File: config.mk
export PLATFORM = sky130hd
export DESIGN_NAME = ex2_hilo
export DESIGN_NICKNAME = d
export VERILOG_FILES = /design/src/rtl/ex2_hilo.sv
export SDC_FILE = /design/constraint.sdc
export NUM_CORES = 1
export LEC_CHECK = 0
export BUFFER_PORTS_ARGS = -buffer_cell sky130_fd_sc_hd__buf_4
export CAP_MARGIN = 0
export CORE_MARGIN = 2
export CORE_UTILIZATION = 50
export CTS_CLUSTER_SIZE = 12
export DETAILED_ROUTE_END_ITERATION = 6
export PLACE_DENSITY = 0.72
export RECOVER_POWER = 100
export SETUP_SLACK_MARGIN = 0.02
export SLEW_MARGIN = 5
export SYNTH_ARGS = -nofsm -noshare
export SYNTH_HDL_FRONTEND = slang
export SYNTH_SLANG_ARGS = --single-unit
File: constraint.sdc
create_clock -name Clock -period 9.6 [get_ports Clock]
set_clock_uncertainty 0.1 [all_clocks]
set_input_delay 0.48 -clock Clock [delete_from_list [all_inputs] [get_ports Clock]]
set_output_delay 0.48 -clock Clock [all_outputs]
set_load 0.03 [all_outputs]
File: src/rtl/ex2_hilo.sv
// Second execute stage: registers stage-1 results and owns the HI/LO accumulator.
// HI/LO update on the edge where the instruction leaves this stage, so every op applies once.
module ex2_hilo (
  input  logic        Clock,
  input  logic        nReset,
  input  logic        Stall,
  input  logic        Flush,
  input  logic [63:0] In,
  input  logic        RegWriteIn,
  input  logic        MemWriteIn,
  input  logic        ACCEn,
  input  logic [2:0]  HLOp,
  input  logic [4:0]  DestIn,
  input  logic [31:0] MemDataIn,
  output logic [31:0] Out,
  output logic        RegWriteOut,
  output logic        MemWriteOut,
  output logic [4:0]  DestOut,
  output logic [31:0] MemData,
  output logic        Valid,
  output logic [31:0] HI,
  output logic [31:0] LO
);

  typedef enum logic [2:0] {
    HL_NONE = 3'b000,
    HL_LOAD = 3'b001,
    HL_MADD = 3'b010,
    HL_MSUB = 3'b011,
    HL_MTHI = 3'b100,
    HL_MTLO = 3'b101,
    HL_MFHI = 3'b110,
    HL_MFLO = 3'b111
  } hl_op_e;

  logic [63:0] in_q, in_d;
  logic        reg_write_q, reg_write_d;
  logic        mem_write_q, mem_write_d;
  logic        acc_en_q, acc_en_d;
  hl_op_e      hl_op_q, hl_op_d;
  logic [4:0]  dest_q, dest_d;
  logic [31:0] mem_data_q, mem_data_d;
  logic        valid_q, valid_d;
  logic [31:0] hi_q, hi_d;
  logic [31:0] lo_q, lo_d;

  logic [63:0] hilo_cur;
  logic        hilo_we;

  assign hilo_cur = {hi_q, lo_q};
  assign hilo_we  = valid_q && acc_en_q && !Stall;

  always_comb begin
    in_d        = in_q;
    reg_write_d = reg_write_q;
    mem_write_d = mem_write_q;
    acc_en_d    = acc_en_q;
    hl_op_d     = hl_op_q;
    dest_d      = dest_q;
    mem_data_d  = mem_data_q;
    valid_d     = valid_q;
    // Flush wins over Stall and inserts an all-zero bubble
    if (Flush) begin
      in_d        = 64'd0;
      reg_write_d = 1'b0;
      mem_write_d = 1'b0;
      acc_en_d    = 1'b0;
      hl_op_d     = HL_NONE;
      dest_d      = 5'd0;
      mem_data_d  = 32'd0;
      valid_d     = 1'b0;
    end else if (!Stall) begin
      in_d        = In;
      reg_write_d = RegWriteIn;
      mem_write_d = MemWriteIn;
      acc_en_d    = ACCEn;
      hl_op_d     = hl_op_e'(HLOp);
      dest_d      = DestIn;
      mem_data_d  = MemDataIn;
      valid_d     = 1'b1;
    end
  end

  always_comb begin
    hi_d = hi_q;
    lo_d = lo_q;
    if (hilo_we) begin
      case (hl_op_q)
        HL_LOAD: {hi_d, lo_d} = in_q;
        HL_MADD: {hi_d, lo_d} = hilo_cur + in_q;
        HL_MSUB: {hi_d, lo_d} = hilo_cur - in_q;
        HL_MTHI: hi_d = in_q[31:0];
        HL_MTLO: lo_d = in_q[31:0];
        default: ;
      endcase
    end
  end

  always_ff @(posedge Clock) begin
    if (!nReset) begin
      in_q        <= 64'd0;
      reg_write_q <= 1'b0;
      mem_write_q <= 1'b0;
      acc_en_q    <= 1'b0;
      hl_op_q     <= HL_NONE;
      dest_q      <= 5'd0;
      mem_data_q  <= 32'd0;
      valid_q     <= 1'b0;
      hi_q        <= 32'd0;
      lo_q        <= 32'd0;
    end else begin
      in_q        <= in_d;
      reg_write_q <= reg_write_d;
      mem_write_q <= mem_write_d;
      acc_en_q    <= acc_en_d;
      hl_op_q     <= hl_op_d;
      dest_q      <= dest_d;
      mem_data_q  <= mem_data_d;
      valid_q     <= valid_d;
      hi_q        <= hi_d;
      lo_q        <= lo_d;
    end
  end

  // Moves read the live HI/LO, so they see an accumulate that landed on the same edge
  always_comb begin
    Out = in_q[31:0];
    if (acc_en_q && hl_op_q == HL_MFHI) Out = hi_q;
    else if (acc_en_q && hl_op_q == HL_MFLO) Out = lo_q;
  end

  assign RegWriteOut = reg_write_q;
  assign MemWriteOut = mem_write_q;
  assign DestOut     = dest_q;
  assign MemData     = mem_data_q;
  assign Valid       = valid_q;
  assign HI          = hi_q;
  assign LO          = lo_q;

endmodule
==> impl_metrics.toml, run 1 <==
[status]
status = "complete, but fails checks"
violations = "max-capacitance violations, max-slew violations"

[drt]
wire_per_inst_um = 25.2
drc = 0
first_pass_iters = 6
met3_wirelength_um = 6380
num_vias = 17412
top_layer = "met5"
wl_met2_um = 30000
drt.antenna.violating_nets = 0
drt_iter0_markers = 2028
wirelength_um = 66500
met1_length_um = 26900
via_per_inst = 6.59

[worst_setup_path]
cp.arrival_ns = 5.54
cpMostUsedCell = "clkbuf_1"
crit_path_end_kind = "primary output"
worst-path-max-fanout = 47
startpoint_type = "register"
crit_family = "buffers and inverters"
crit_chain = "clkbuf_1 -> mux2i_1 -> o21ai_0 -> clkbuf_1"
critPathMaxStageDelay_ns = 2.28
path_buf_inv = 2
critPathRequiredTime_ns = 9.02
cpMaxStageDelayCell = "clkbuf_1"
crit_type = "register to primary output"

[clock_tree]
cts.sinks = 172
htree_levels = 4
cts_resized = 0
clk_latency_ns = 0.47
root_buffer = "clkbuf_16"
clk_pin_slew_ns = 0.08
cts_made_buffers = 17
clock_path_buffers = 2
cts_tree = "yes"
cts_hold_buf = 0
cts_setup_buffers = 0

[global_route]
grt_pass1_wl_um = 99400
grt_max_degree = 67
grt-ovfl-total = 0
antenna_found_initial = 1
grtUsageTotal_pct = 39.3
first_global_vias = 16678

[power]
vdd_ir_drop_max_uv = 132
p_leak_uw = 0.00754
powerDensity_nw_per_um2 = 106

[place]
place.port_buffers = 246
dp_hpwl_um = 50200
dpl.cell_count = 2611
gp_congestion = 1.01

[sta]
report.final.slew_viol_count = 347
tightest_slew_ns = 3.86
fmax_ghz = 0.163
hold_viol_final = 0
min_period_ns = 6.12
setup_viol = 0
fin_crit_sh_pct = 63.7
slew_headroom_pct = -157
rsz0062_at_grt = "no"
tns_ns = 0

[floorplanning]
start_util_pct = 50.8
die_h_um = 180
core_um2 = 30600
die_area_um2 = 32500
boundaryPins = 247
fp-row-count = 64
die_w_um = 180

[synthesis]
seq_area_frac_synth_pct = 22.2
synth_cell_types = 93
synth_seq_cells = 172
synth.net_count = 2328
yosys_warnings = 0
synth_area_leaders = "dfxtp_1 (22%), ha_1 (10%), mux2i_1 (9.4%)"
synth_top_area_share_pct = 22.2
synth-edff-count = 0
synth_cells = 2088
async_flop_share_pct = 0
synth_flop_cell = "dfxtp_1"
synth_top_area_cell = "dfxtp_1"
avgSynthCellArea_um2 = 7.44
synth.cell_area_um2 = 15500

[cells_and_area]
nets = 2474
instances_no_fill = 2643
drive_gt1_share_pct = 9.30
antenna_cells = 0
area_growth_pct = 12.5

[flow_run]
maxCapViolCount = 8

[min_path]
worst_hold_path_type = "primary input to register"
logic make-up after synthesis:
family / Yosys count / share of synthesized area (%)
xor gates and xnor gates: 44 / 2.48
and+or+nand+nor: 616 / 18.2
DFF: 172 / 22.2
buffers and inverters: 274 / 6.95
AOI/OAI and AO/OA: 706 / 30.2
muxes: 147 / 9.48
adders and majority gates: 129 / 10.5
worst reg2reg max path, delay by kind of cell, from the launching register on:
kind | cells | cell delay, ns
AOI/OAI and AO/OA | 2 | 0.44
buffers and inverters | 4 | 3.47
DFF | 1 | 1.50
and+or+nand+nor | 2 | 0.44
state kept, by name (all words and copies together) (netlist names):
register / flops
DestOut: 5
HI: 32
LO: 32
MemData: 32
MemWriteOut: 1
RegWriteOut: 1
Valid: 1
acc_en_q: 1
hl_op_q: 3
in_q: 64
report_power, final:
part           switching, µW  internal (µW)
combinational            244            143
sequential              28.5            730
clock                    360            351
total                    632           1220
through the flow:
step / total power [µW] / hold WS [ns] / setup WS (ns) / utilization [%] / area [µm²]
2_1_floorplan: 1010 / 0.388 / 6.04 / - / 15500
3_3_place_gp: 1150 / 0.375 / 5.05 / 57.2 / 17500
3_5_place_dp: 1160 / 0.385 / 4.99 / 57.2 / 17500
4_1_cts: 1860 / 0.126 / 4.97 / 59.1 / 18100
5_1_grt: 1920 / 0.132 / 3.27 / 57.2 / 17500
6_report: 1860 / 0.141 / 3.48 / 57.2 / 17500
final timing paths:
| kind | from | endpoint | slack (ns) | cells past startpoint |
|---|---|---|---|---|
| worst max-delay path | hl_op_q[0] | Out[28] | 3.48 | 4 |
| worst min-delay path | In[45] | in_q[45] | 0.14 | 3 |
| worst max register to register | hl_op_q[0] | LO[19] | 3.53 | 8 |
| worst min register to register | MemData[27] | MemData[27] | 0.40 | 2 |
layer usage:
metal | track usage (%) | vias up
li1 | - | 7862
met1 | 50.8 | 8269
met2 | 63.3 | 1071
met3 | 7.70 | 208
met4 | 18.0 | 2
met5 | 0 | -
cells in the final DEF (no fill, tap or decap), types with 6 or more instances in the layout:
cell | synthesis | final
o21a_1 | 10 | 11
mux2i_1 | 146 | 146
a22oi_1 | 15 | 15
or2_2 | 6 | 6
o21bai_1 | 29 | 29
nor2b_1 | 20 | 19
inv_1 | 132 | 132
a21oi_1 | 203 | 202
a31oi_1 | 19 | 20
o221ai_1 | 25 | 25
xnor2_1 | 40 | 40
clkbuf_1 | 99 | 142
o211a_1 | 7 | 7
o22ai_1 | 9 | 9
nand3_1 | 25 | 25
or3_1 | 8 | 8
nor2_1 | 276 | 274
o31ai_1 | 26 | 26
nand2_1 | 138 | 137
buf_4 | 5 | 123
o21ai_1 | 13 | 6
nand4_1 | 26 | 26
a221oi_1 | 23 | 23
o211ai_1 | 21 | 21
a211o_1 | 7 | 7
dfxtp_1 | 172 | 172
clkbuf_16 | 0 | 17
o21ai_0 | 158 | 165
a21o_1 | 17 | 17
nand2b_1 | 20 | 20
ha_1 | 127 | 127
nor4_1 | 24 | 24
a21oi_2 | 5 | 6
a221o_1 | 20 | 20
a211oi_1 | 15 | 15
nor3_1 | 40 | 42
a21boi_0 | 8 | 8
Yosys cell counts (all sizes together) (5+ instances only):
cell,count
nor2,276
a21oi,208
o21ai,175
dfxtp,172
mux2i,146
nand2,138
inv,135
ha,127
clkbuf,99
nor3,42
xnor2,40
buf,39
o21bai,29
o31ai,28
nand4,26
nor4,26
nand3,25
o221ai,25
a221oi,23
a31oi,21
nor2b,21
o211ai,21
a221o,20
nand2b,20
a21o,17
a211oi,16
a22oi,15
o21a,11
o22ai,9
a21boi,8
or3,8
a211o,7
o211a,7
and2,6
o311ai,6
o31a,6
o41ai,6
or2,6
a311oi,5
and3,5
nor3b,5
o221a,5
layout make-up:
cell class / instances / area (µm²)
clock buffer: 19 / 443
tap: 396 / 495
inverter: 136 / 510
timing repair buffer: 265 / 1460
fill: 3028 / 13100
sequential: 172 / 3440
clock inverter: 13 / 123
multi-input combinational: 1642 / 11000
Note: power is estimated with default switching activity, not from simulation.
==> inputs of run 2 (changes only) <==
--- a/config.mk
+++ b/config.mk
@@ -11,7 +11,7 @@
 export CORE_UTILIZATION = 50
 export CTS_CLUSTER_SIZE = 12
 export DETAILED_ROUTE_END_ITERATION = 6
-export PLACE_DENSITY = 0.72
+export PLACE_DENSITY = 0.75
 export RECOVER_POWER = 100
 export SETUP_SLACK_MARGIN = 0.02
 export SLEW_MARGIN = 5
==> constraint.sdc (replaced) <==
create_clock -name Clock -period 5 [get_ports Clock]
set_clock_uncertainty 0.1 [all_clocks]
set_input_delay 0.25 -clock Clock [delete_from_list [all_inputs] [get_ports Clock]]
set_output_delay 0.25 -clock Clock [all_outputs]
set_load 0.03 [all_outputs]
==> run 2 against run 1 <==
The run still ends with max-capacitance violations, max-slew violations left. Wire length up 7.0%. Combinational power up 110%. Largest cell class unchanged. Highest routed layer unchanged. Clock-buffer cell count down 1. Die area did not move. Largest power group unchanged. Register-to-register slack worse by 3.1 ns.
==> impl_metrics.toml, run 2 (same netlist as run 1, synthesis figures left out) <==
[place]
gp_congestion = 1.07
dpl.cell_count = 2638
dp_hpwl_um = 51200
place.port_buffers = 246

[sta]
slew_headroom_pct = -63.4
fmax_ghz = 0.216
min_period_ns = 4.64
report.final.slew_viol_count = 200
hold_viol_final = 0
rsz0062_at_grt = "no"
setup_viol = 0
tightest_slew_ns = 2.45
tns_ns = 0
fin_crit_sh_pct = 92.8
hold_slack_ns = 0.262

[worst_setup_path]
cpMaxStageDelayCell = "clkbuf_1"
crit_type = "primary input to register"
reg2reg_slack_ns = 0.42
critPathRequiredTime_ns = 5.31
cp-endpoint = "HI[27]"
worstSetupStartpoint = "nReset"
worst-path-max-fanout = 39
cp.arrival_ns = 4.95
r2r-start = "in_q[2]"
startpoint_type = "primary input"
critPathMaxStageDelay_ns = 1.70
crit_chain = "clkbuf_1 -> inv_1 -> nor2_1 -> a211oi_1 -> o21a_1 -> mux2i_1 -> o2bb2ai_1"
reg2reg_depth = 14
path_buf_inv = 2
cp_num_cells = 7
crit_path_end_kind = "register"
r2r-end = "HI[24]"
crit_family = "buffers and inverters"

[floorplanning]
die_h_um = 180
core_um2 = 30600
die_w_um = 180
die_area_um2 = 32500
start_util_pct = 50.8
fp-row-count = 64
boundaryPins = 247

[clock_tree]
htree_levels = 4
clock_path_buffers = 2
cts_setup_buffers = 0
cts_made_buffers = 17
clk_latency_ns = 0.48
clk_pin_slew_ns = 0.09
cts_tree = "yes"
root_buffer = "clkbuf_16"
cts.sinks = 172

[drt]
drt.antenna.violating_nets = 0
drt_iter0_markers = 1895
wire_per_inst_um = 25.6
num_vias = 18247
drc = 0
wirelength_um = 71100
first_pass_iters = 6
via_per_inst = 6.57

[global_route]
grt-ovfl-total = 0
antenna_found_initial = 3
grt_max_degree = 109
grt_pass1_wl_um = 107000
grtUsageTotal_pct = 42.4
first_global_vias = 17843

[cells_and_area]
regMostFlops = "in_q"
instances_no_fill = 2779
nets = 2608
drive_gt1_share_pct = 10.2
area_growth_pct = 21.1
most-common-layout-cells = "nor2_1 (274), a21oi_1 (203), dfxtp_1 (171)"
layout_commonest_cell = "nor2_1"
largest_reg_flops = 64

[power]
p_clk_share_pct = 38.2
power_switching_uw = 1280
swShare_pct = 34.8
vdd_ir_drop_max_uv = 256
p_leak_uw = 0.00815
p_seq_share_pct = 39.4
combinationalPowerShare_pct = 22.3
p_int_uw = 2400
powerDensity_nw_per_um2 = 196

[min_path]
worst_hold_path_type = "primary input to register"

[flow_run]
maxCapViolCount = 4

[status]
violations = "max-capacitance violations, max-slew violations"
status = "complete, but fails checks"
run 2: tightest hold or removal path: cells and delay by family:
kind          cells  cell delay (ns)
simple gates      1             0.07
mux               1             0.19
buf+inv           1             0.28
run 2: power by group through the flow:
stage                     combinational, µW  clock [µW]  sequential (µW)
after floorplan                         459           0             1490
after global placement                  737           0             1480
after detailed placement                743           0             1480
final                                   823        1410             1450
after global routing                    875        1460             1460
after CTS                               814        1400             1450
run 2: layout make-up:
type	count	area, µm²
Antenna cell	2	5.00
Clock buffer	18	429
Clock inverter	14	166
Fill cell	2838	11800
Inverter	136	510
Multi-Input combinational cell	1642	11000
Sequential cell	172	3450
Tap cell	396	495
Timing Repair Buffer	399	2740
run 2: worst min-delay path by stage:
| stage | end | cells after the start | start |
|---|---|---|---|
| final | MemData[18] | 3 | Stall |
| after global routing | in_q[38] | 3 | Stall |
| after CTS | LO[19] | 2 | nReset |
| after detailed placement | MemData[18] | 2 | MemData[18] |
| after global placement | MemData[23] | 2 | MemData[23] |
| after floorplan | DestOut[0] | 2 | DestIn[0] |
run 2: metrics by stage:
step	power, µW	instance area [µm²]	setup WS [ns]	util, %
after floorplan	1950	15500	1.44	-
after global placement	2220	17700	0.741	57.9
after detailed placement	2220	17700	0.751	57.9
after CTS	3660	19400	0.734	63.3
after global routing	3790	18800	0.213	61.5
final	3690	18800	0.360	61.5
run 2: timing repair:
item                      4_1_cts  5_1_grt
gates resized for setup         0        0
hold endpoints to repair      107        0
hold buffers                  107        0
run 2: per-layer routing:
layer	GRT usage, %	share of wire, %	up-vias
met5	0	0.018	-
met4	21.5	5.2	2
met3	9.52	11	271
met2	69.9	46	1177
met1	51.7	38	8647
li1	-	-	8150
